$ cat config.mk
export PLATFORM = sky130hd
export DESIGN_NAME = zt_des_cuckoo_arb
export DESIGN_NICKNAME = d
export VERILOG_FILES = /design/src/rtl/zt_des_cuckoo_arb.sv
export SDC_FILE = /design/constraint.sdc
export NUM_CORES = 1
export LEC_CHECK = 0
export ABC_AREA = 1
export ABC_CLOCK_PERIOD_IN_PS = 2600
export CAP_MARGIN = 0
export CELL_PAD_IN_SITES_DETAIL_PLACEMENT = 0
export CELL_PAD_IN_SITES_GLOBAL_PLACEMENT = 1
export CORE_ASPECT_RATIO = 1.75
export CORE_MARGIN = 2
export CORE_UTILIZATION = 25
export CTS_BUF_LIST = sky130_fd_sc_hd__clkbuf_4 sky130_fd_sc_hd__clkbuf_8
export DETAILED_ROUTE_END_ITERATION = 6
export PLACE_DENSITY_LB_ADDON = 0.1
export SKIP_LAST_GASP = 1
export SYNTH_ARGS = -nofsm -noshare
export SYNTH_HDL_FRONTEND = slang
export SYNTH_SLANG_ARGS = --single-unit
$ cat constraint.sdc
create_clock -name clk -period 2.6 [get_ports clk]
set_input_delay 0.26 -clock clk [delete_from_list [all_inputs] [get_ports clk]]
set_output_delay 0.26 -clock clk [all_outputs]
set_load 0.05 [all_outputs]
$ cat src/rtl/zt_des_cuckoo_arb.sv
// Round-robin search/update arbiter for a cuckoo hash table, with search-burst drain slots and response routing.
// Optional statistics counters are enabled by defining ZT_CUCKOO_ARB_STATS_EN.
module zt_des_cuckoo_arb #(
    parameter int NUMSREQ  = 4,
    parameter int NUMUREQ  = 2,
    parameter int KYWIDTH  = 5,
    parameter int DTWIDTH  = 1,
    parameter int SR_LAT   = 1,
    parameter int SRBURST  = 8,
    parameter int DRAINCYC = 1
) (
    input  logic                       clk,
    input  logic                       rst,
    input  logic                       ready,
    input  logic [NUMSREQ-1:0]         sreq,
    input  logic [NUMSREQ*KYWIDTH-1:0] skey,
    output logic [NUMSREQ-1:0]         sgnt,
    output logic [NUMSREQ-1:0]         srsp_vld,
    output logic                       srsp_hit,
    output logic [DTWIDTH-1:0]         srsp_dout,
    input  logic [NUMUREQ-1:0]         ureq,
    input  logic [NUMUREQ*KYWIDTH-1:0] ukey,
    input  logic [NUMUREQ*DTWIDTH-1:0] udin,
    input  logic [NUMUREQ-1:0]         udel,
    output logic [NUMUREQ-1:0]         ugnt,
    output logic                       search_0,
    output logic [KYWIDTH-1:0]         sr_key_0,
    input  logic                       sr_vld_0,
    input  logic                       sr_hit_0,
    input  logic [DTWIDTH-1:0]         sr_dout_0,
    output logic                       update_1,
    output logic [KYWIDTH-1:0]         up_key_1,
    output logic [DTWIDTH-1:0]         up_din_1,
    output logic                       up_del_1,
    input  logic                       up_bp_1,
`ifdef ZT_CUCKOO_ARB_STATS_EN
    output logic [31:0]                st_srch,
    output logic [31:0]                st_upd,
    output logic [31:0]                st_bp,
`endif
    output logic                       err
);

    localparam int SPW = (NUMSREQ > 1) ? $clog2(NUMSREQ) : 1;
    localparam int UPW = (NUMUREQ > 1) ? $clog2(NUMUREQ) : 1;
    localparam int BW  = $clog2(SRBURST + 1);
    localparam int DCW = $clog2(DRAINCYC + 1);
    localparam logic [BW-1:0]  BURST_LAST = BW'(SRBURST - 1);
    localparam logic [DCW-1:0] DRAIN_LAST = DCW'(DRAINCYC - 1);

    typedef enum logic {ST_RUN = 1'b0, ST_DRAIN = 1'b1} state_t;

    state_t                       state_q, state_d;
    logic [BW-1:0]                burst_q, burst_d;
    logic [DCW-1:0]               drain_q, drain_d;
    logic [SPW-1:0]               sptr_q, sptr_d;
    logic [UPW-1:0]               uptr_q, uptr_d;
    logic                         init_q, err_q, err_d;
    logic [SR_LAT-1:0]            tag_vld_q, tag_vld_d;
    logic [SR_LAT-1:0][SPW-1:0]   tag_id_q, tag_id_d;

    logic [SPW-1:0] s_idx, s_win;
    logic [UPW-1:0] u_idx, u_win;
    logic           s_found, u_found, s_issue, u_issue;
    logic           rsp_vld;
    logic [SPW-1:0] rsp_id;

    // Round-robin pick: first requester at or after the pointer, wrapping.
    always_comb begin
        s_idx   = '0;
        s_win   = '0;
        s_found = 1'b0;
        for (int i = 0; i < NUMSREQ; i++) begin
            s_idx = SPW'((int'(sptr_q) + i) % NUMSREQ);
            if (!s_found && sreq[s_idx]) begin
                s_found = 1'b1;
                s_win   = s_idx;
            end
        end
        u_idx   = '0;
        u_win   = '0;
        u_found = 1'b0;
        for (int i = 0; i < NUMUREQ; i++) begin
            u_idx = UPW'((int'(uptr_q) + i) % NUMUREQ);
            if (!u_found && ureq[u_idx]) begin
                u_found = 1'b1;
                u_win   = u_idx;
            end
        end
    end

    // init_q keeps every output quiet during the first cycle after reset release.
    assign s_issue = s_found & ready & init_q & (state_q == ST_RUN);
    assign u_issue = u_found & ready & init_q & ~up_bp_1;

    always_comb begin
        sgnt     = '0;
        search_0 = s_issue;
        sr_key_0 = '0;
        sptr_d   = sptr_q;
        if (s_issue) begin
            sgnt[s_win] = 1'b1;
            sr_key_0    = skey[int'(s_win)*KYWIDTH +: KYWIDTH];
            sptr_d      = (s_win == SPW'(NUMSREQ - 1)) ? '0 : s_win + 1'b1;
        end
        ugnt     = '0;
        update_1 = u_issue;
        up_key_1 = '0;
        up_din_1 = '0;
        up_del_1 = 1'b0;
        uptr_d   = uptr_q;
        if (u_issue) begin
            ugnt[u_win] = 1'b1;
            up_key_1    = ukey[int'(u_win)*KYWIDTH +: KYWIDTH];
            up_din_1    = udin[int'(u_win)*DTWIDTH +: DTWIDTH];
            up_del_1    = udel[u_win];
            uptr_d      = (u_win == UPW'(NUMUREQ - 1)) ? '0 : u_win + 1'b1;
        end
    end

    always_comb begin
        state_d = state_q;
        burst_d = burst_q;
        drain_d = drain_q;
        if (ready && init_q) begin
            case (state_q)
                ST_RUN: begin
                    if (!s_issue) begin
                        burst_d = '0;
                    end else if (burst_q == BURST_LAST) begin
                        state_d = ST_DRAIN;
                        burst_d = '0;
                        drain_d = '0;
                    end else begin
                        burst_d = burst_q + 1'b1;
                    end
                end
                default: begin
                    if (drain_q == DRAIN_LAST) begin
                        state_d = ST_RUN;
                        drain_d = '0;
                    end else begin
                        drain_d = drain_q + 1'b1;
                    end
                end
            endcase
        end
    end

    // Tag pipeline mirrors the table's fixed search latency.
    always_comb begin
        tag_vld_d    = '0;
        tag_id_d     = '0;
        tag_vld_d[0] = s_issue;
        tag_id_d[0]  = s_win;
        for (int i = 1; i < SR_LAT; i++) begin
            tag_vld_d[i] = tag_vld_q[i-1];
            tag_id_d[i]  = tag_id_q[i-1];
        end
    end

    assign rsp_vld = tag_vld_q[SR_LAT-1];
    assign rsp_id  = tag_id_q[SR_LAT-1];

    always_comb begin
        srsp_vld = '0;
        if (rsp_vld) srsp_vld[rsp_id] = sr_vld_0;
        srsp_hit  = rsp_vld & sr_hit_0;
        srsp_dout = rsp_vld ? sr_dout_0 : '0;
        err_d     = err_q | (sr_vld_0 & ~rsp_vld) | (rsp_vld & ~sr_vld_0);
    end

    assign err = err_q;

    always_ff @(posedge clk or negedge rst) begin
        if (!rst) begin
            state_q   <= ST_RUN;
            burst_q   <= '0;
            drain_q   <= '0;
            sptr_q    <= '0;
            uptr_q    <= '0;
            init_q    <= 1'b0;
            err_q     <= 1'b0;
            tag_vld_q <= '0;
            tag_id_q  <= '0;
        end else begin
            state_q   <= state_d;
            burst_q   <= burst_d;
            drain_q   <= drain_d;
            sptr_q    <= sptr_d;
            uptr_q    <= uptr_d;
            init_q    <= 1'b1;
            err_q     <= err_d;
            tag_vld_q <= tag_vld_d;
            tag_id_q  <= tag_id_d;
        end
    end

`ifdef ZT_CUCKOO_ARB_STATS_EN
    logic [31:0] st_srch_q, st_srch_d, st_upd_q, st_upd_d, st_bp_q, st_bp_d;

    always_comb begin
        st_srch_d = st_srch_q + 32'(s_issue);
        st_upd_d  = st_upd_q + 32'(u_issue);
        st_bp_d   = st_bp_q + 32'((|ureq) & up_bp_1);
    end

    always_ff @(posedge clk or negedge rst) begin
        if (!rst) begin
            st_srch_q <= '0;
            st_upd_q  <= '0;
            st_bp_q   <= '0;
        end else begin
            st_srch_q <= st_srch_d;
            st_upd_q  <= st_upd_d;
            st_bp_q   <= st_bp_d;
        end
    end

    assign st_srch = st_srch_q;
    assign st_upd  = st_upd_q;
    assign st_bp   = st_bp_q;
`endif

endmodule

==> results.toml <==
[logic_synthesis]
synth.cell_area_sq_mm = 0.00130
yosys_register_bits = 13
synth.avg_cell_area_sq_um = 6.21
synth_instances = 209
synth_xor_xnor_area_share = 0
netlist-cell-type-count = 22
post_synth_and_or_nand_nor_area_fraction = 0.392
compound_gate_fraction_of_synth_area = 0.131
post_synth_mux_area_share = 0
ys_seq_area_frac = 0.251
synth_warnings = 0
post_synth_fa_ha_maj_area_fraction = 0.0482
combinational_family_with_the_most_area_after_synthesis = "simple AND/OR/NAND/NOR gates"
synth.net_count = 261

[setup_path]
timing.critical_path.required_ps = 2340
setup.worst_path.start = "sptr_q[0]$_DFFE_PN0P_"
worstSetupEndpoint = "sr_key_0[3]"
start_kind = "flip-flop"
r2r_slack_ps = 550
worst_r2r_endpoint = "sptr_q[1]$_DFFE_PN0P_"
timing.setup.critical_path_class = "reg -> out"
setup.worst_path.end_class = "output pin"
worst-path-max-fanout = 6
rr_worst_depth = 12
crit_arrival_ps = 2220
regToRegStartpoint = "sptr_q[0]$_DFFE_PN0P_"

[floorplanning]
floorplan.die.width_microns = 58.5
ioPinCount = 74
die_area_sq_mm = 0.00581
row_count = 34
chipHeight_microns = 99.3
initial_cell_density_of_the_core = 0.261
core_region_area_sq_mm = 0.00498

[power_and_ir_drop]
power.density_mw_per_mm2 = 1070
ir_drop_uv = 882
leakagePower_nw = 1.19
design_power_total_mw = 2.58

[sta]
period_needed_ps = 2480
finalSetupViolations = 0
finalHoldWorstSlack_ps = 392
finClkSkew_ps = 3.32
grt_setup_unrepaired = "yes"
tightestPinTransition_ps = 599
worst_slew_margin_rel = 0.599
max_clock_freq_mhz = 403
final_setup_margin_ps = 117
timing.final.crit_share = 0.955
setup_total_negative_slack_ps = 0
finalHoldViolCount = 0
drv_slew = 0

[detailed_routing]
drtIter0Drc = 49
firstDrtPassIters = 4
detail_route.vias_per_cell = 4.65
routed-via-count = 1599
drt-total-wl_microns = 4220
drt_drc_violations_left = 0
ant_nets = 0
average_routed_wire_per_standard_cell_microns = 12.3

[placement]
gp_congestion = 0.863
pre_cts_slack_ps = 133
dp_cells = 337
port_buffers = 73
detailed_place_hpwl_microns = 3470
placement.cell_area_sq_mm = 0.00229

[clocking]
cts.clk_slew.worst_paths_ps = 60
numCtsBuffers = 3
clock_sinks = 13
cts_tree = "built"
clock_path_buffers = 2
cts.htree.levels = 1
worstSkewPairLatency_ps = 250
clock_tree.root_cell = "sky130_fd_sc_hd__clkbuf_8"
quantity_of_hold_fixing_buffers_added_after_cts = 0

[layout]
drive_above_1_share = 0.186
final_cell_area_sq_mm = 0.00240
final_core_utilization = 0.482
finish.cell_count_without_fillers = 344
finish.net_count = 343
n_antenna_cell = 0
layout-area-overhead-vs-synth_pct = 85.1

[run_status]
status = "complete, no violations"

[job]
max_cap_viol_count = 0

[global_routing]
antenna_found_initial = 0
largest_net_degree_at_the_start_of_global_routing = 14
grt_first_pass_wirelength_microns = 6700
first_global_vias = 1571
grt_util_all_layers = 0.148
globalRouteOverflowTotal = 0

[worst_hold_path]
hold_path_class = "in -> async"
[what timing repair did]
action                     in CTS  in global routing
buffers inserted                0                  3
setup endpoints to repair       7                 10
pin swaps                       0                  3
resized for setup               1                 15
[worst min path at each step]
stage | end | slack [ps] | cells after the start
5_1_grt | sptr_q[1]$_DFFE_PN0P_ | 450 | 1
4_1_cts | uptr_q$_DFFE_PN0P_ | 420 | 1
3_3_place_gp | err$_DFF_PN0_ | 460 | 2
3_5_place_dp | err$_DFF_PN0_ | 470 | 2
6_report | uptr_q$_DFFE_PN0P_ | 390 | 1
2_1_floorplan | burst_q[0]$_DFFE_PN0P_ | -40 | 0
[layout by cell type, fill, tap and decap left out, types with 2 or more instances in the layout]
master / Yosys / layout
sky130_fd_sc_hd__buf_4: 0 / 9
sky130_fd_sc_hd__dfrtp_1: 13 / 12
sky130_fd_sc_hd__nand3_2: 3 / 3
sky130_fd_sc_hd__ha_1: 5 / 5
sky130_fd_sc_hd__clkbuf_8: 0 / 3
sky130_fd_sc_hd__o21ai_0: 11 / 10
sky130_fd_sc_hd__nor3_1: 4 / 4
sky130_fd_sc_hd__nor2_2: 0 / 3
sky130_fd_sc_hd__nand2_1: 60 / 58
sky130_fd_sc_hd__clkdlybuf4s50_1: 0 / 53
sky130_fd_sc_hd__nand2_2: 3 / 5
sky130_fd_sc_hd__a22o_1: 7 / 7
sky130_fd_sc_hd__a21oi_1: 8 / 7
sky130_fd_sc_hd__nand3_1: 18 / 17
sky130_fd_sc_hd__inv_1: 42 / 42
sky130_fd_sc_hd__inv_6: 1 / 2
sky130_fd_sc_hd__nor2_1: 9 / 6
sky130_fd_sc_hd__buf_12: 0 / 19
sky130_fd_sc_hd__nand4_1: 11 / 11
sky130_fd_sc_hd__buf_6: 3 / 2
sky130_fd_sc_hd__inv_2: 3 / 2
[layer usage]
metal  GRT usage  vias up  part of all wire
met5           0        -                 0
met4      0.0751        0             0.039
met3      0.0195       17             0.040
met2       0.288       50              0.59
met1       0.143      706              0.33
li1            -      826                 -
[worst max-delay path, cell delays in order (launching register included)]
cell,delay [ps]
sky130_fd_sc_hd__dfrtp_2,470
sky130_fd_sc_hd__buf_4,160
sky130_fd_sc_hd__nand2_1,80
sky130_fd_sc_hd__nand3_1,110
sky130_fd_sc_hd__nand2_1,90
sky130_fd_sc_hd__inv_1,100
sky130_fd_sc_hd__nand3_4,120
sky130_fd_sc_hd__nand3_2,110
sky130_fd_sc_hd__buf_4,170
sky130_fd_sc_hd__nand2_1,50
sky130_fd_sc_hd__nand3_1,60
sky130_fd_sc_hd__a21oi_1,270
sky130_fd_sc_hd__buf_12,180
[report_power, final]
group	switching (mW)	internal (mW)
Combinational	1.22	0.824
Clock	0.0738	0.119
Sequential	0.0703	0.275
[sequential cells by signal (all words and copies together) (netlist names)]
register / count
state_q: 1
rsp_id: 2
uptr_q: 1
err: 1
sptr_q: 2
init_q: 1
burst_q: 4
rsp_vld: 1
[cells by family (layout without fill, tap and decap cells)]
group                    Yosys count  count (layout)
flip-flops                        13              13
adder cells (fa/ha/maj)            5               5
AO/OA/AOI/OAI                     28              28
AND/OR/NAND/NOR                  110             110
other                              1               1
buffers and inverters             52             133
[cell usage after synthesis (all sizes together)]
library cell,instances,area share
inv,46,0.14
o21ai,11,0.042
o22ai,1,0.0048
o31ai,1,0.0058
ha,5,0.048
a22o,7,0.047
dfrtp,13,0.25
nor3,4,0.015
nand4,11,0.053
a21oi,8,0.031
nand3,21,0.093
nand2,64,0.20
nor2,10,0.035
buf,6,0.038
conb,1,0.0029
[cell type report]
type	count	area [sq um]
multi-input cells	144	774
repair buffers	83	1000
well taps	54	67.6
fillers	483	2580
inverters	46	183
clock buffers	4	48.8
flip-flops and latches	13	327
No activity file was read; power rests on OpenSTA's default activity.
